[src/rtl/rk_kbd_pkg.sv]
// Shared encodings for the PS/2 scan-code to key-matrix translator:
// map entry layout, entry kinds, prefix bytes and the prefix FSM states.
package rk_kbd_pkg;

  localparam int KIND_W     = 2;
  localparam int ROW_W      = 4;
  localparam int COL_W      = 3;
  localparam int ENTRY_W    = KIND_W + ROW_W + COL_W;
  localparam int MAP_ADDR_W = 9;
  localparam int MAP_DEPTH  = 1 << MAP_ADDR_W;

  typedef enum logic [KIND_W-1:0] {
    KIND_IGNORE = 2'b00,
    KIND_KEY    = 2'b01,
    KIND_MOD    = 2'b10,
    KIND_RESET  = 2'b11
  } kind_e;

  typedef struct packed {
    kind_e            kind;
    logic [ROW_W-1:0] row;
    logic [COL_W-1:0] col;
  } map_entry_t;

  localparam logic [7:0] CODE_E0 = 8'hE0;
  localparam logic [7:0] CODE_E1 = 8'hE1;
  localparam logic [7:0] CODE_F0 = 8'hF0;
  localparam logic [7:0] CODE_AA = 8'hAA;
  localparam logic [7:0] CODE_00 = 8'h00;
  localparam logic [7:0] CODE_FF = 8'hFF;

  // Pause/Break sends E1 followed by seven bytes that carry no key state.
  localparam int               SKIP_W      = 3;
  localparam logic [SKIP_W-1:0] E1_SKIP_LEN = 3'd7;

  typedef enum logic [2:0] {
    ST_IDLE,
    ST_EXT,
    ST_BRK,
    ST_EXT_BRK,
    ST_SKIP
  } prefix_state_e;

  function automatic logic is_clear_code(input logic [7:0] c);
    return (c == CODE_AA) || (c == CODE_00) || (c == CODE_FF);
  endfunction

endpackage

[src/rtl/rk_kbd_prefix.sv]
// Scan-code prefix decoder: folds E0/F0/E1 prefixes into a single map lookup
// request, and flags the keyboard self-test/error bytes that wipe all key state.
module rk_kbd_prefix
  import rk_kbd_pkg::*;
(
  input  logic       clk,
  input  logic       reset,
  input  logic       code_valid,
  input  logic [7:0] code,
  output logic       lookup_valid,
  output logic [8:0] lookup_addr,
  output logic       lookup_make,
  output logic       clear_all
);

  prefix_state_e     state, state_next;
  logic [SKIP_W-1:0] skip_cnt, skip_next;
  logic              ext, brk;

  assign ext = (state == ST_EXT) || (state == ST_EXT_BRK);
  assign brk = (state == ST_BRK) || (state == ST_EXT_BRK);

  always_ff @(posedge clk) begin
    if (reset) begin
      state    <= ST_IDLE;
      skip_cnt <= '0;
    end else begin
      state    <= state_next;
      skip_cnt <= skip_next;
    end
  end

  // E0/E1 seen mid-prefix abandon the old prefix and start a new one,
  // so they are handled identically in every non-SKIP state.
  always_comb begin
    state_next   = state;
    skip_next    = skip_cnt;
    lookup_valid = 1'b0;
    lookup_addr  = {ext, code};
    lookup_make  = !brk;
    clear_all    = 1'b0;
    if (code_valid) begin
      case (state)
        ST_SKIP: begin
          skip_next = skip_cnt - 1'b1;
          if (skip_next == '0) state_next = ST_IDLE;
        end
        default: begin
          if (code == CODE_E0) begin
            state_next = ST_EXT;
          end else if (code == CODE_E1) begin
            state_next = ST_SKIP;
            skip_next  = E1_SKIP_LEN;
          end else if (code == CODE_F0 && state == ST_IDLE) begin
            state_next = ST_BRK;
          end else if (code == CODE_F0 && state == ST_EXT) begin
            state_next = ST_EXT_BRK;
          end else if (state == ST_IDLE && is_clear_code(code)) begin
            clear_all  = 1'b1;
            state_next = ST_IDLE;
          end else begin
            lookup_valid = 1'b1;
            state_next   = ST_IDLE;
          end
        end
      endcase
    end
  end

endmodule

[src/rtl/rk_kbd_matrix.sv]
// PS/2 keyboard to emulated key-matrix bridge: scan codes are translated through
// a writable 512-entry map into matrix bits, modifier levels and a reset key.
module rk_kbd_matrix
  import rk_kbd_pkg::*;
#(
  parameter int ROWS       = 8,
  parameter int COLS       = 8,
  parameter int NMOD       = 3,
  parameter bit ACTIVE_LOW = 1'b0,
  // Consumed only by FPGA init flows; in this RTL the map is loaded via map_we.
  parameter     MAP_FILE   = "rk_kbd_map.hex"
) (
  input  logic            clk,
  input  logic            reset,
  input  logic            code_valid,
  input  logic [7:0]      code,
  input  logic            map_we,
  input  logic [8:0]      map_addr,
  input  logic [8:0]      map_wdata,
  input  logic [ROWS-1:0] addr,
  output logic [COLS-1:0] odata,
  output logic [NMOD-1:0] shift,
  output logic            k_reset
);

  logic       lookup_valid, lookup_make, clear_all;
  logic [8:0] lookup_addr;

  rk_kbd_prefix u_prefix (
    .clk          (clk),
    .reset        (reset),
    .code_valid   (code_valid),
    .code         (code),
    .lookup_valid (lookup_valid),
    .lookup_addr  (lookup_addr),
    .lookup_make  (lookup_make),
    .clear_all    (clear_all)
  );

  logic [ENTRY_W-1:0] map_mem [MAP_DEPTH];
  logic [ENTRY_W-1:0] rd_data;
  logic               rd_valid, rd_make;
  map_entry_t         rd_entry;

  // Read-first RAM: a same-cycle write to the looked-up index is not seen by that lookup.
  always_ff @(posedge clk) begin
    if (map_we) map_mem[map_addr] <= map_wdata;
    rd_data <= map_mem[lookup_addr];
  end

  always_ff @(posedge clk) begin
    if (reset) begin
      rd_valid <= 1'b0;
      rd_make  <= 1'b0;
    end else begin
      rd_valid <= lookup_valid;
      rd_make  <= lookup_make;
    end
  end

  assign rd_entry = map_entry_t'(rd_data);

  logic [COLS-1:0] matrix [ROWS];

  // Out-of-range rows/cols/modifier indices simply match no loop iteration.
  always_ff @(posedge clk) begin
    if (reset || clear_all) begin
      for (int r = 0; r < ROWS; r++) matrix[r] <= '0;
      shift   <= '0;
      k_reset <= 1'b0;
    end else if (rd_valid) begin
      case (rd_entry.kind)
        KIND_KEY: begin
          for (int r = 0; r < ROWS; r++)
            for (int c = 0; c < COLS; c++)
              if (rd_entry.row == ROW_W'(r) && rd_entry.col == COL_W'(c))
                matrix[r][c] <= rd_make;
        end
        KIND_MOD: begin
          for (int m = 0; m < NMOD; m++)
            if (rd_entry.col == COL_W'(m)) shift[m] <= rd_make;
        end
        KIND_RESET: k_reset <= rd_make;
        default: ;
      endcase
    end
  end

  logic [COLS-1:0] row_or;

  always_comb begin
    row_or = '0;
    for (int r = 0; r < ROWS; r++)
      if (addr[r]) row_or = row_or | matrix[r];
  end

  assign odata = ACTIVE_LOW ? ~row_or : row_or;

endmodule

[config.mk]
export PLATFORM = sky130hd
export DESIGN_NAME = rk_kbd_matrix
export DESIGN_NICKNAME = d
export VERILOG_FILES = /design/src/rtl/rk_kbd_pkg.sv /design/src/rtl/rk_kbd_prefix.sv /design/src/rtl/rk_kbd_matrix.sv
export SDC_FILE = /design/constraint.sdc
export NUM_CORES = 2
export LEC_CHECK = 0
export CAP_MARGIN = 20
export CELL_PAD_IN_SITES_DETAIL_PLACEMENT = 1
export CELL_PAD_IN_SITES_GLOBAL_PLACEMENT = 2
export CORE_ASPECT_RATIO = 0.5
export CORE_MARGIN = 10
export CORE_UTILIZATION = 30
export CTS_CLUSTER_DIAMETER = 100
export CTS_CLUSTER_SIZE = 28
export DETAILED_ROUTE_END_ITERATION = 10
export GPL_ROUTABILITY_DRIVEN = 0
export HOLD_SLACK_MARGIN = 0.02
export MAX_ROUTING_LAYER = met4
export PLACE_DENSITY_LB_ADDON = 0.1
export SKIP_LAST_GASP = 1
export SYNTH_ARGS = -nofsm -noshare
export SYNTH_HDL_FRONTEND = slang
export SYNTH_HIERARCHICAL = 1
export SYNTH_MEMORY_MAX_BITS = 65536
export SYNTH_SLANG_ARGS = --single-unit
[constraint.sdc]
create_clock -name clk -period 3.8 [get_ports clk]
set_clock_uncertainty 0.15 [all_clocks]
set_input_delay 0.57 -clock clk [delete_from_list [all_inputs] [get_ports clk]]
set_output_delay 0.57 -clock clk [all_outputs]
set_load 0.005 [all_outputs]
Word level (Yosys, flattened, before mapping)
Memories as Yosys holds them, arrays and structs flattened. A register that Yosys moved wholly into a read port is not among the register bits.
Index checks and enable logic that the tools add are counted.
Word-level totals
  memory bits (writable): 4672
  flip-flop bits (word level): 12
  input port bits: 38
  memories: 2
Operators by class
  reduce and logical (&&, ||, !) cells: 86
  equal/unequal tests: 28
  multiplexer cells: 413
  bitwise operators: 72
  add/subtract/negate cells: 1
Memory list
  map_mem: words 512, bits a word 9, read ports 1, clocked after memory_dff 1, wr ports 1, RTL line rk_kbd_matrix.sv:40  | logic [ENTRY_W-1:0] map_mem [MAP_DEPTH];
  matrix: words 8, bits a word 8, read ports 8, clocked after memory_dff 0, wr ports 8, RTL line rk_kbd_matrix.sv:63  | logic [COLS-1:0] matrix [ROWS];
Operators by type and width (count)
  $mux 1: 396
  $logic_and 1x1->1: 67
  $mux 8: 8
  $or 1x1->1: 64
  $or 8x8->8: 7
  $eq 8x8->1 const B: 5
  $mux 3: 8
  $eq 4x3->1 const B: 4
  $eq 3x3->1 const B: 5
  $eq 3x2->1 const B: 4
  $reduce_and 3->1: 4
  $logic_not 3->1: 3
  $eq 4x2->1 const B: 2
  $logic_not 8->1: 1
  $reduce_or 7->1: 1
  $eq 3x1->1 const B: 2
  $logic_or 1x1->1: 5
  $eq 2x2->1 const B: 2
  $eq 4x1->1 const B: 1
  $logic_not 4->1: 1
  $reduce_and 2->1: 2
  $sub 3x1->3 const B: 1
  $eq 2x1->1 const B: 1
  $mux 2: 1
  other kinds (5): 5

Longest topological paths before layout
An unclocked memory read counts as a cell.
  depth after elaboration: 16
  depth in mapped cells: 15
  mapped depth without buffers: 9

Hierarchy
The synthesis kept the hierarchy.
Modules (own cells, without submodules)
  rk_kbd_matrix: times used 1, cells each 9417, area each 184066.5 µm²
  rk_kbd_prefix: times used 1, cells each 71, area each 574.3 µm²

Worst setup path after synthesis
No wires, ideal clock.
  kind: input to register
  start: input port code[0]
  end: register rd_data[1], read port of map_mem
  buffers on the path: 6
  setup slack: 0.885 ns
  cell stages on the path: 13
  data arrival time: 2.685 ns
  data required time: 3.571 ns
  setup time: 0.079 ns
  cell sequence: buf_4 > buf_6 > buf_12 > buf_12 > buf_12 > buf_12 > mux2i_1 > o21ai_1 > nor3_1 > a2111oi_1 > nand3_1 > a2111o_1 > a211oi_2
RTL lines
  start, declared: RTL line rk_kbd_matrix.sv:16  | input logic [7:0] code,
  end, declared: RTL line rk_kbd_matrix.sv:41  | logic [ENTRY_W-1:0] rd_data;

Worst setup path after layout
  start: register u_prefix.state[2]
  end: register rd_data[1], read port of map_mem
On the way
  word-level cells in the longest chain between the ends: 2
RTL lines
  start, declared: RTL line rk_kbd_prefix.sv:16  | prefix_state_e state, state_next;
  start signal, assigned: RTL line rk_kbd_prefix.sv:28  | state <= state_next;
  $eq 3x1->1 / $eq 3x2->1 (equally long branches): RTL line rk_kbd_prefix.sv:20  | assign ext = (state == ST_EXT) || (state == ST_EXT_BRK);
  $logic_or 1x1->1 *: RTL line rk_kbd_prefix.sv:20
  net lookup_addr[8]: RTL line rk_kbd_matrix.sv:27  | logic [8:0] lookup_addr;
Mark *: on every way through the listed nets, which the timed path passes. The rest lies on a longest branch.
A chain may end at the register's enable or synchronous reset.

==> impl_metrics.py <==
metrics = {
    "status": {
        "status": "finished clean",
    },
    "synthesis": {
        "yosys.area_share.simple": 0.0314,
        "synthCells": 9488,
        "yosysUniqueCellTypes": 92,
        "ys_ff_latch": 4693,
        "synth_nets": 9528,
        "synthMuxAreaShare": 0.140,
        "synth_compound_area_frac": 0.0451,
        "ys_warn_count": 6,
        "async_flop_share": 0,
        "avgSynthCellArea_um2": 19.5,
        "synth_ff_type": "edfxtp_1",
        "synth_xor_area_frac": 0.0000474,
        "synthAdderAreaFrac": 0.000136,
        "synth_edf_count": 4672,
        "synth_area_um2": 185000,
        "synth_top_family_by_area": "multiplexers",
        "yosysSeqAreaShare": 0.762,
    },
    "sta": {
        "fmax_ghz": 0.265,
        "fin_crit_ns": 3.78,
        "worstMarginPinSlew_ns": 1.17,
        "fin_tns_setup_ns": 0,
        "maxSlewViolCount": 0,
        "period_share": 0.994,
        "rsz0062_at_grt": "false",
        "setup_viol": 0,
        "slew_headroom": 0.202,
        "final_hold_viol_count": 0,
        "holdWs_ns": 0.168,
    },
    "critical_path": {
        "start_kind": "flop",
        "cp-startpoint": "u_prefix/state[2]$_SDFFE_PP0P_",
        "crit_fanout": 20,
        "cp_cell_sequence": "nor2_4 -> buf_12 -> or2_2 -> nor3_1 -> buf_4 -> nand3_1 -> and3_1 -> o22ai_4 -> buf_4 -> or4_1 -> a211oi_2",
        "cpMostUsedCell": "buf_4",
        "max_stage_delay_ns": 0.53,
        "cp_data_arrival_time_ns": 4.43,
        "required_ns": 4.45,
        "reg2reg_from": "u_prefix/state[2]$_SDFFE_PP0P_",
        "end_kind": "flop",
        "crit_slowest_cell": "dfxtp_1",
        "worstSetupPathType": "flop to flop",
    },
    "finish": {
        "utilization": 0.348,
        "layout_common_cells": "edfxtp_1, buf_4, mux2i_1",
        "drive_above_1_share": 0.253,
        "fillerInstances": 60400,
        "area_growth_pct": 15.4,
        "nets": 10900,
        "stdcell_count": 19100,
        "final_common_cell": "edfxtp_1",
    },
    "drt": {
        "wl_mm": 657,
        "drc_errors": 0,
        "ant_nets": 0,
        "vias": 99500,
        "routed-wl-met2_mm": 301,
        "wl_per_cell_um": 34.3,
        "via_per_inst": 5.21,
        "dr.pass1.iters": 5,
        "dr.max_layer_used": "met4",
        "first_iter_violations": 10900,
        "wl_met1_mm": 316,
        "wl_met3_mm": 31.6,
    },
    "power_and_ir_drop": {
        "leakage_nw": 68.4,
        "peakVddDrop_uv": 379,
        "p_per_area_nw_per_um2": 423,
    },
    "global_route": {
        "grtUsageTotal": 0.202,
        "grt_max_degree": 117,
        "grt_pass1_vias": 102000,
        "grt_pass1_wl_mm": 896,
        "antenna_found_initial": 83,
        "gr-total-overflow": 0,
    },
    "floorplanning": {
        "start_util": 0.302,
        "die_h_um": 575,
        "row_count": 203,
        "core_region_area_um2": 612000,
        "chipWidth_mm": 1.13,
        "pin_count": 50,
        "dieArea_um2": 649000,
    },
    "clock_network": {
        "h-tree-depth": 4,
        "cts_sinks": 4693,
        "clk_pin_slew_ns": 0.11,
        "cts-root-buf": "clkbuf_16",
        "cts_buffers": 191,
        "cts_buffer_depth": 4,
        "cts_tree": "built",
        "insertion_delay_ns": 0.97,
    },
    "hold_path": {
        "hp-class": "input port to flop",
        "min_from": "code[6]",
    },
    "run": {
        "maxCapViolCount": 0,
    },
    "place": {
        "portBuffers": 49,
        "place_hpwl_mm": 448,
        "dp_cells": 18800,
    },
}
==> cell type report <==
| class | count | area (µm²) | area share |
|---|---|---|---|
| tap | 8200 | 10300 | 0.0482 |
| clock buffer | 234 | 5050 | 0.0237 |
| multi-input combinational | 4173 | 40300 | 0.189 |
| antenna | 15 | 37.5 | 0.000176 |
| clock inverter | 14 | 223 | 0.00105 |
| inverter | 7 | 42.5 | 0.000200 |
| timing repair buffer | 1782 | 16400 | 0.0769 |
| sequential | 4693 | 141000 | 0.661 |
==> worst paths after layout <==
check / end / slack (ns) / cells past startpoint
setup reg to reg: rd_data[1]$_DFF_P_ / 0.02 / 11
setup / recovery: rd_data[1]$_DFF_P_ / 0.02 / 11
hold / removal: u_prefix/state[1]$_SDFFE_PP0P_ / 0.17 / 5
hold reg to reg: u_prefix/skip_cnt[1]$_SDFFE_PP0P_ / 0.35 / 2
==> per-layer routing <==
metal  vias to the layer above  GRT usage
met5                         -          -
li1                      41600          -
met1                     55300      0.297
met2                      2308      0.312
met3                       376     0.0225
met4                         0     0.0224
==> synth_stat cells, drive strengths merged (36+ instances only) <==
cell    instances  share of area
o22ai         247         0.0084
nor2          697          0.014
mux2i         903          0.049
mux2           42         0.0026
nand4          41         0.0014
clkbuf        287         0.0062
o221ai        322          0.015
a22oi          55         0.0022
nor3           98         0.0027
buf           328          0.015
a21oi         187         0.0051
mux4          718          0.088
nand3          84         0.0023
nand2         204         0.0041
a211oi         47         0.0019
o21ai         190         0.0052
nor4           36         0.0013
edfxtp       4672           0.76
==> timing repair <==
item | 4_1_cts | 5_1_grt
endpoints found under the setup margin | 2 | 3
cloned | 0 | 0
pin swaps | 0 | 1
hold buffers | 10 | 0
gates resized for setup | 2 | 5
setup buffers | 0 | 0
hold endpoints to repair | 170 | 0
==> power by group <==
| group | switching [W] | total (W) | internal, W |
|---|---|---|---|
| sequential | 0.000106 | 0.0570 | 0.0569 |
| combinational | 0.00458 | 0.00698 | 0.00240 |
| clock | 0.0165 | 0.0262 | 0.00963 |
==> critical path, delay by kind of cell (launching register included) <==
| family | cells | cell delay (ns) |
|---|---|---|
| AO/OA/AOI/OAI | 2 | 0.40 |
| flip-flops | 1 | 0.53 |
| buffers and inverters | 3 | 0.74 |
| AND/OR/NAND/NOR | 6 | 1.71 |
==> cells by family (layout without fill, tap and decap cells) <==
| family | after synthesis | count (layout) |
|---|---|---|
| flops | 4693 | 4693 |
| mux | 1663 | 1663 |
| simple gates | 1301 | 1301 |
| compound gates | 1206 | 1206 |
| buf+inv | 622 | 2037 |
| fa+ha+maj | 2 | 2 |
| xor+xnor | 1 | 1 |
| other cells | 0 | 15 |
==> sequential cells by signal (all words and copies together), names as in the netlist <==
| register | flops |
|---|---|
| u_prefix/state | 3 |
| u_prefix/skip_cnt | 3 |
| rd_make | 1 |
| k_reset | 1 |
| map_mem | 4608 |
| rd_data | 9 |
| rd_valid | 1 |
| matrix | 64 |
| shift | 3 |
==> per-stage QoR <==
step / area [µm²] / total power [W] / setup WS (ns)
finish: 213000 / 0.0902 / 0.0211
detailed placement: 208000 / 0.0653 / -0.894
global route: 213000 / 0.0932 / 0.00976
CTS: 213000 / 0.0913 / -0.0795
global placement: 208000 / 0.0652 / -1.52
floorplan: 185000 / 0.0610 / 0.885
Power figures use the tool's default switching activity.
